## config.mk

```make
export PLATFORM = sky130hd
export DESIGN_NAME = div_control
export DESIGN_NICKNAME = d
export VERILOG_FILES = /design/src/rtl/div_control.sv
export SDC_FILE = /design/constraint.sdc
export NUM_CORES = 1
export LEC_CHECK = 0
export CORE_MARGIN = 10
export CORE_UTILIZATION = 32
export DETAILED_ROUTE_END_ITERATION = 10
export DONT_BUFFER_PORTS = 1
export HOLD_SLACK_MARGIN = 0.03
export MAX_ROUTING_LAYER = met4
export PLACE_DENSITY = 0.53
export SLEW_MARGIN = 20
export SYNTH_ARGS = -nofsm -noshare
export SYNTH_HDL_FRONTEND = slang
export SYNTH_SLANG_ARGS = --single-unit
```

## constraint.sdc

```tcl
create_clock -name clk -period 4.4 [get_ports clk]
set_input_delay 1.32 -clock clk [delete_from_list [all_inputs] [get_ports clk]]
set_output_delay 1.32 -clock clk [all_outputs]
set_load 0.005 [all_outputs]
```

## src/rtl/div_control.sv

```systemverilog
// Sequencer for a 32-bit restoring divider sharing the main ALU.
// Steps INIT, then N x (SUB, TEST, SHIFT), then WAIT (final upper-half right shift) and DONE.
module div_control #(
  parameter int          N     = 32,
  parameter logic [5:0]  F_ADD = 6'b100000,
  parameter logic [5:0]  F_SUB = 6'b100010,
  parameter logic [5:0]  F_SLL = 6'b000000,
  parameter logic [5:0]  F_SRL = 6'b000010,
  parameter logic [5:0]  F_NOP = 6'b111111
) (
  input  logic       clk,
  input  logic       rst,
  input  logic       run,
  input  logic       fsb,
  output logic       ready,
  output logic       ready_wait,
  output logic       wrctrl,
  output logic       ozctrl,
  output logic [5:0] ALUfunction
);

  typedef enum logic [2:0] {
    S_IDLE  = 3'd0,
    S_INIT  = 3'd1,
    S_SUB   = 3'd2,
    S_TEST  = 3'd3,
    S_SHIFT = 3'd4,
    S_WAIT  = 3'd5,
    S_DONE  = 3'd6
  } state_t;

  localparam logic [5:0] LAST_ITER = 6'(N - 1);

  state_t     state_q, state_d;
  logic [5:0] cnt_q, cnt_d;
  logic       neg_q, neg_d;

  // State, iteration counter and restore flag; reset aborts any division in flight.
  always_ff @(posedge clk or negedge rst) begin
    if (!rst) begin
      state_q <= S_IDLE;
      cnt_q   <= 6'd0;
      neg_q   <= 1'b0;
    end else begin
      state_q <= state_d;
      cnt_q   <= cnt_d;
      neg_q   <= neg_d;
    end
  end

  // Next-state and Moore output decode; only wrctrl in TEST looks at fsb.
  always_comb begin
    state_d     = state_q;
    cnt_d       = cnt_q;
    neg_d       = neg_q;
    ALUfunction = F_NOP;
    wrctrl      = 1'b0;
    ozctrl      = 1'b0;
    ready       = 1'b0;
    ready_wait  = 1'b0;
    case (state_q)
      S_IDLE: begin
        if (run) begin
          state_d = S_INIT;
          cnt_d   = 6'd0;
        end else begin
          state_d = S_IDLE;
        end
      end
      S_INIT: begin
        ALUfunction = F_SLL;
        state_d     = S_SUB;
      end
      S_SUB: begin
        ALUfunction = F_SUB;
        wrctrl      = 1'b1;
        state_d     = S_TEST;
      end
      S_TEST: begin
        // Write back the sum only when the trial subtraction went negative (restore).
        ALUfunction = F_ADD;
        wrctrl      = fsb;
        neg_d       = fsb;
        state_d     = S_SHIFT;
      end
      S_SHIFT: begin
        ALUfunction = F_SLL;
        ozctrl      = ~neg_q;
        if (cnt_q == LAST_ITER) begin
          state_d = S_WAIT;
        end else begin
          cnt_d   = cnt_q + 6'd1;
          state_d = S_SUB;
        end
      end
      S_WAIT: begin
        ALUfunction = F_SRL;
        ready_wait  = 1'b1;
        state_d     = S_DONE;
      end
      S_DONE: begin
        ready = 1'b1;
        if (run) begin
          state_d = S_INIT;
          cnt_d   = 6'd0;
        end else begin
          state_d = S_DONE;
        end
      end
      default: begin
        state_d = S_IDLE;
      end
    endcase
  end

endmodule

```

======== Yosys cells after proc, flatten, opt, wreduce, memory -nomap -nowiden ========
Index checks and enable logic that the tools add are counted.
storage, ports and cells
  register bits after elaboration ......... 10
  logic and storage cells ................. 31
  input bits .............................. 4
  output and inout port bits .............. 10
operators by class
  multiplexer cells ....................... 12
  equality and inequality tests ........... 9
  reductions and logical operators ........ 5
  bitwise gates (word level) .............. 1
  add/sub/neg operators ................... 1
operators with widths
  cell                                                              number
  6-bit one-hot mux with 4 select lines                             1
  3-bit one-hot mux with 7 select lines                             1
  6-bit 2-to-1 mux                                                  2
  6-bit one-hot mux with 2 select lines                             1
  3-bit == test (second input constant)                             3
  6-bit by 1-bit adder with 6-bit output (second input constant)    1
  3-bit by 2-bit == test with 1-bit output (second input constant)  2
  6-bit by 5-bit == test with 1-bit output (second input constant)  1
  3-bit 2-to-1 mux                                                  2
  1-bit 2-to-1 mux                                                  4
  2-bit OR reduction                                                2
  3-bit by 1-bit == test with 1-bit output (second input constant)  1
  3-bit zero test                                                   1
  3-bit AND reduction                                               1
  2-bit by 1-bit != test with 1-bit output (second input constant)  1
  2-bit != test (second input constant)                             1
  1-bit one-hot mux with 2 select lines                             1
  2-bit nonzero test                                                1
  1-bit NOT                                                         1

======== Longest topological paths before layout ========
Gate-level depths: netlist (run 1).
  word-level depth ........................ 4
  gate-level depth with buffers ........... 5
  mapped depth without buffers ............ 5

======== Worst setup path after synthesis (run 1) ========
No wires, ideal clock.
  path kind ............................... in2out
  from .................................... in run
  to ...................................... out ALUfunction[1]
  path slack .............................. 1.388 ns
  buffers on the path ..................... 0
  data required time ...................... 3.080 ns
  arrival ................................. 1.692 ns
  cell stages on the path ................. 3
  cells stage by stage .................... o21bai_1 a21oi_1 a21oi_1
RTL lines
  element          RTL line  text
  start, declared  13        input logic run,
  end, declared    19        output logic [5:0] ALUfunction

==> results of run 1 <==
critical path, cell delays in order:
cell      delay, ns
o21bai_1       0.13
a21oi_1        0.12
a21oi_1        0.26
per-stage QoR:
step / hold slack (ns) / cells
finish: 0.5112 / 102
global route: 0.5476 / 102
floorplan: 0.4716 / 78
global placement: 0.5030 / 98
CTS: 0.5174 / 102
detailed placement: 0.5043 / 98
logic make-up (layout without fill, tap and decap cells):
group | count (synthesis) | after routing | share of synthesized area (%)
AOI/OAI and AO/OA | 26 | 26 | 27.27
and+or+nand+nor | 26 | 26 | 19.15
buffers and inverters | 13 | 10 | 9.671
DFF | 10 | 10 | 38.68
muxes | 2 | 2 | 3.288
adders and majority gates | 1 | 1 | 1.934
area by class of cell:
cell class / instances / area share [%]
Clock buffer: 4 / 5.360
Inverter: 6 / 3.327
Multi-Input combinational cell: 55 / 49.35
Sequential cell: 10 / 36.97
Tap cell: 27 / 4.991
report_power, final:
| group | switching, uW | internal, uW | leakage (uW) |
|---|---|---|---|
| clock network | 35.0 | 50.3 | 0.0000210 |
| logic | 113 | 86.9 | 0.000146 |
| registers | 59.0 | 126 | 0.000125 |
sequential cells by signal, indices dropped and copies added (netlist names):
signal and cells:
cnt_q 6, state_q 3, neg_q 1
routing by layer:
layer | track usage (%) | part of all wire (%) | up-vias
met4 | 0.8021 | 0.56 | 0
met5 | - | 0 | -
met2 | 9.975 | 39 | 18
met1 | 8.023 | 47 | 254
li1 | - | - | 270
met3 | 4.983 | 14 | 2
synth_stat cells:
cell type | instances | share of area, %
buf_4 | 3 | 3.5
o211a_1 | 1 | 1.5
a21o_1 | 1 | 1.2
o21a_1 | 1 | 1.2
inv_1 | 6 | 3.5
nor3_1 | 4 | 3.1
or3b_1 | 1 | 1.4
o2bb2ai_1 | 1 | 1.4
or2_1 | 1 | 0.97
a31oi_1 | 3 | 2.9
a22o_1 | 1 | 1.4
dfrtp_1 | 10 | 39
a31o_2 | 1 | 1.4
a21oi_1 | 5 | 3.9
nand3_1 | 3 | 2.3
o21bai_1 | 2 | 2.3
nand2_1 | 6 | 3.5
and3_1 | 1 | 0.97
buf_2 | 2 | 1.5
nand2b_1 | 1 | 0.97
o221a_2 | 1 | 1.7
o21ai_0 | 7 | 5.4
nor2_1 | 7 | 4.1
mux2_2 | 1 | 1.7
clkbuf_1 | 2 | 1.2
ha_1 | 1 | 1.9
a221oi_2 | 1 | 2.3
or3_1 | 2 | 1.9
mux2i_1 | 1 | 1.5
o21ai_1 | 1 | 0.77
worst max-delay path by stage:
stage / start / endpoint / cells after the start
4_1_cts: run / ALUfunction[1] / 3
3_3_place_gp: run / ALUfunction[1] / 3
2_1_floorplan: run / ALUfunction[1] / 3
3_5_place_dp: run / ALUfunction[1] / 3
6_report: run / ALUfunction[1] / 3
5_1_grt: run / ALUfunction[1] / 3
==> summary.md, run 1 <==
| Metric | Value |
|---|---|
| Distinct cells, synth | `30` |
| Worst Path Arrival | `1.83 ns` |
| Setup bufs post-CTS | `0` |
| Reg-to-reg setup timing slack | `2.72 ns` |
| Fin crit period | `3.147 ns` |
| Fmax | `0.3178 GHz` |
| Die width | `64.96 um` |
| Vias post-DR | `544` |
| Slew Viols, Final | `0` |
| Hold Crit Depth | `1` |
| Hpwl dp | `1017 um` |
| Starting density of the core | `33.31%` |
| Rel. slew slack | `70.10%` |
| Util after Layout | `34.86%` |
| Setup slack at placement | `1.282 ns` |
| DRT iter0 DRCs | `40` |
| Setup crit start kind | `primary input` |
| Initial antenna violation count | `0` |
| Overall power | `470.7 uW` |
| Clk pin slew, worst setup/hold paths | `0.07 ns` |
| Grt total ovfl | `0` |
| Max cap viols | `0` |
| # setup viols final | `0` |
| CTS root buffer | `clkbuf_4` |
| Share of layout cells above drive strength 1 | `10.67%` |
| Power Density | `695.4 nW/um^2` |
| Status | `finished, final reports clean` |
| Largest net degree at the start of global routing | `18` |
| Crit Path Category | `primary input to output port` |
| Clk sinks | `10` |
| First drt pass iteration count | `4` |
| Clk buf depth | `2` |
| Hold Startpoint | `neg_q$_DFFE_PN0N_` |
| Final setup skew | `0.005665 ns` |
| N_diodes | `0` |
| Fill cell count | `217` |
| Area Growth Syn to Fin | `4.642%` |
| Drt total wl | `1416 um` |
| Commonest non-fill, non-tap cells in the layout | `dfrtp_1 (10), nor2_1 (7), o21ai_0 (7)` |
| Critical Path RT | `3.08 ns` |
| H-tree depth | `1` |
| Syn Area/Cell | `8.293 sq um` |
| Worst Slack Setup Final | `1.253 ns` |
| Area of the multi-input gates | `334.1 sq um` |
| DP Area | `640.6 sq um` |
| Yosys warnings | `0` |
| Core area | `1942 sq um` |
| # rows | `16` |
| Mapped Area | `646.9 sq um` |
| CTS Hold Bufs | `0` |
| Worst r2r src | `cnt_q[0]$_DFFE_PN0P_` |
| CTS buffer count | `3` |
| Hold Fails Final Rpt | `0` |
| Antenna Violating Nets Remaining | `0` |
| Worst R2R Path Depth | `5` |
| Vias in the first global route | `496` |
| WL per Instance | `13.88 um` |
| Crit. End Element | `output port` |
| Die area | `4220 sq um` |
| Gp weighted congestion | `0.7514` |
| CP max FO | `6` |
| Final TNS setup | `0 ns` |
| Port Buffers | `0` |
| Gate Count Post-Synth | `78` |
| Post-synthesis sequential area ratio | `38.68%` |
| Insertion delay to the later sink of the worst-skew pair | `0.27 ns` |
| Peak VDD IR | `0.2538 mV` |
| Register Area | `250.2 sq um` |
| First-pass GRT wire length | `2277 um` |
| Worst hold endpoint | `neg_q$_DFFE_PN0N_` |
| Leak pwr | `0.0002921 uW` |
| Post-cts sizing count | `0` |
| All-Layer GR Usage | `6.989%` |
| Fin nets | `81` |
| RSZ-0062 raised after global routing | `no` |
| Commonest non-fill, non-tap cell in the layout | `dfrtp_1` |
| Finished Cell Area | `676.9 sq um` |
| Io pins | `14` |
| Vias per cell | `5.333` |
| CTS tree | `built` |
| Hold Crit Class | `flop to flop` |
| Worst flop-to-flop path endpoint | `cnt_q[1]$_DFFE_PN0P_` |
| Slew at the pin with the worst max-slew slack | `0.4485 ns` |
| Synth Net Count | `83` |
| DRC viols | `0` |
| Final period utilization | `71.52%` |
| Yosys reg bits | `10` |
| Die Ht | `64.96 um` |
(Power assumes the default switching activity.)
==> run 2, diff against run 1 <==
Clock period 4.4 ns to 2.9 ns, I/O delays scaled along.
==> run 2 against run 1 <==
Effect of this change: utilization did not move; power grew 51%; sequential power grew 53%; flip-flop and latch count unchanged; hold slack lost 0.23 ns; highest routed layer unchanged; first-iteration DRC count fell by 10%; sequential share of layout area unchanged; largest power group unchanged; non-clock buffer count is the same; global-route usage is 0.22 points lower; final cell count is the same; via count is 0.74% higher.
==> summary.md, run 2 (synthesis gave the netlist of run 1 again) <==
| Metric | Value |
|---|---|
| Status | `finished, final reports clean` |
| Finished Cell Area | `676.9 sq um (unchanged)` |
| Area Growth Syn to Fin | `4.642% (unchanged)` |
| Share of layout cells above drive strength 1 | `10.67% (unchanged)` |
| Slew at the pin with the worst max-slew slack | `0.4404 ns (-0.008026 ns)` |
| Antenna Violating Nets Remaining | `0 (unchanged)` |
| Worst Path Arrival | `1.59 ns (-0.24 ns)` |
| Gp weighted congestion | `0.7578 (+0.85%)` |
| Hold Crit Class | `primary input to async pin` |
| Crit. End Element | `output port` |
| CTS buffer count | `3 (unchanged)` |
| Worst Hold Slack | `0.2852 ns (-0.2261 ns)` |
| Grt total ovfl | `0 (unchanged)` |
| CP max FO | `17 (+11)` |
| RSZ-0062 raised after global routing | `no` |
| Setup slack at placement | `0.6842 ns (-0.5981 ns)` |
| All-Layer GR Usage | `6.769% (-0.22 points)` |
| First drt pass iteration count | `4 (unchanged)` |
| Slew Viols, Final | `0 (unchanged)` |
| Insertion delay to the later sink of the worst-skew pair | `0.27 ns (about the same)` |
| DP Area | `640.6 sq um (unchanged)` |
| Fmax | `0.4070 GHz` |
| Vias in the first global route | `488 (-1.6%)` |
| Clk pin slew, worst setup/hold paths | `0.08 ns (about the same)` |
| Leak pwr | `0.0002921 uW (unchanged)` |
| Worst Slack Setup Final | `0.4431 ns (-0.8100 ns)` |
| CTS tree | `built` |
| Port Buffers | `0 (unchanged)` |
| First-pass GRT wire length | `2270 um (-0.31%)` |
| Io pins | `14 (unchanged)` |
| Die width | `64.96 um (unchanged)` |
| N_diodes | `0 (unchanged)` |
| Fin crit period | `2.457 ns` |
| Max reg flops | `6 (unchanged)` |
| H-tree depth | `1 (unchanged)` |
| # setup viols final | `0 (unchanged)` |
| Fill cell count | `215 (-0.92%)` |
| Initial antenna violation count | `0 (unchanged)` |
| # placed instances | `98 (unchanged)` |
| Rel. slew slack | `70.64% (+0.54 points)` |
| Core area | `1942 sq um (unchanged)` |
| Commonest non-fill, non-tap cells in the layout | `dfrtp_1 (10), nor2_1 (7), o21ai_0 (7)` |
| Largest Register | `cnt_q` |
| Die Ht | `64.96 um (unchanged)` |
| Clk sinks | `10 (unchanged)` |
| Area of the multi-input gates | `334.1 sq um (unchanged)` |
| Register Area | `250.2 sq um (unchanged)` |
| Hold Fails Final Rpt | `0 (unchanged)` |
| Clk buf depth | `2 (unchanged)` |
| Final setup skew | `0.008673 ns (+0.003008 ns)` |
| Commonest non-fill, non-tap cell in the layout | `dfrtp_1` |
| Setup crit start kind | `flop` |
| DRT iter0 DRCs | `36 (-10%)` |
| Power Density | `1051 nW/um^2 (+51%)` |
| Final period utilization | `84.72%` |
| Vias per cell | `5.373 (+0.74%)` |
| Worst R2R Path Depth | `5 (unchanged)` |
| Post-cts sizing count | `0 (unchanged)` |
| Finished Layout Cells | `102 (unchanged)` |
| Fin nets | `81 (unchanged)` |
| CTS Hold Bufs | `0 (unchanged)` |
| Critical Path RT | `2.03 ns (-1.05 ns)` |
| Peak VDD IR | `0.4323 mV (+70%)` |
| CTS root buffer | `clkbuf_4` |
| Hpwl dp | `1028 um (+1.0%)` |
| Largest net degree at the start of global routing | `18 (unchanged)` |
| Regs by FF count | `cnt_q x6, state_q x3, neg_q x1` |
| Setup bufs post-CTS | `0 (unchanged)` |
| DRC viols | `0 (unchanged)` |
| Max cap viols | `0 (unchanged)` |
| Starting density of the core | `33.31% (unchanged)` |
| Vias post-DR | `548 (+0.74%)` |
| # rows | `16 (unchanged)` |
| Crit Path Category | `flop to output port` |
| WL per Instance | `13.69 um (-1.4%)` |
| Die area | `4220 sq um (unchanged)` |
| Drt total wl | `1396 um (-1.4%)` |
| Final TNS setup | `0 ns (unchanged)` |
## run 2: worst paths after layout
path / from / endpoint / slack (ns)
worst max-delay path: state_q[1]$_DFF_PN0_ / ALUfunction[1] / 0.44
min in group clk: neg_q$_DFFE_PN0N_ / neg_q$_DFFE_PN0N_ / 0.51
max in group asynchronous: rst / cnt_q[0]$_DFFE_PN0P_ / 2.54
worst max register to register: cnt_q[0]$_DFFE_PN0P_ / cnt_q[1]$_DFFE_PN0P_ / 1.20
worst min register to register: neg_q$_DFFE_PN0N_ / neg_q$_DFFE_PN0N_ / 0.51
worst min-delay path: rst / cnt_q[5]$_DFFE_PN0P_ / 0.29
## run 2: final cells by class
cell class	count	area share (%)
Inverter	6	3.327
Sequential cell	10	36.97
Multi-Input combinational cell	55	49.35
Clock buffer	4	5.360
Tap cell	27	4.991
## run 2: where the power goes
part	total [uW]	internal, uW	switching [uW]	leakage (uW)
Combinational	300	132	168	0.000146
Sequential	283	192	91.6	0.000125
Clock	128	76.3	51.6	0.0000210
Total	711	400	311	0.000292
## run 2: critical path, stage by stage (launching register included)
cell	delay (ns)
dfrtp_1	0.54
or2_1	0.31
a21o_1	0.24
a21oi_1	0.23
## run 2: routing by layer
layer	vias to the layer above	share of wire [%]	GRT usage (%)
li1	266	-	-
met1	258	50	8.301
met2	22	38	8.867
met3	2	11	4.983
met4	0	0.79	0.8021
met5	-	0	-
## run 2: stage by stage
step	power, uW	utilization (%)
finish	711.2	34.86
global route	781.5	34.86
CTS	719.4	34.86
detailed placement	586.9	32.99
global placement	585.3	32.99
floorplan	566.9	-
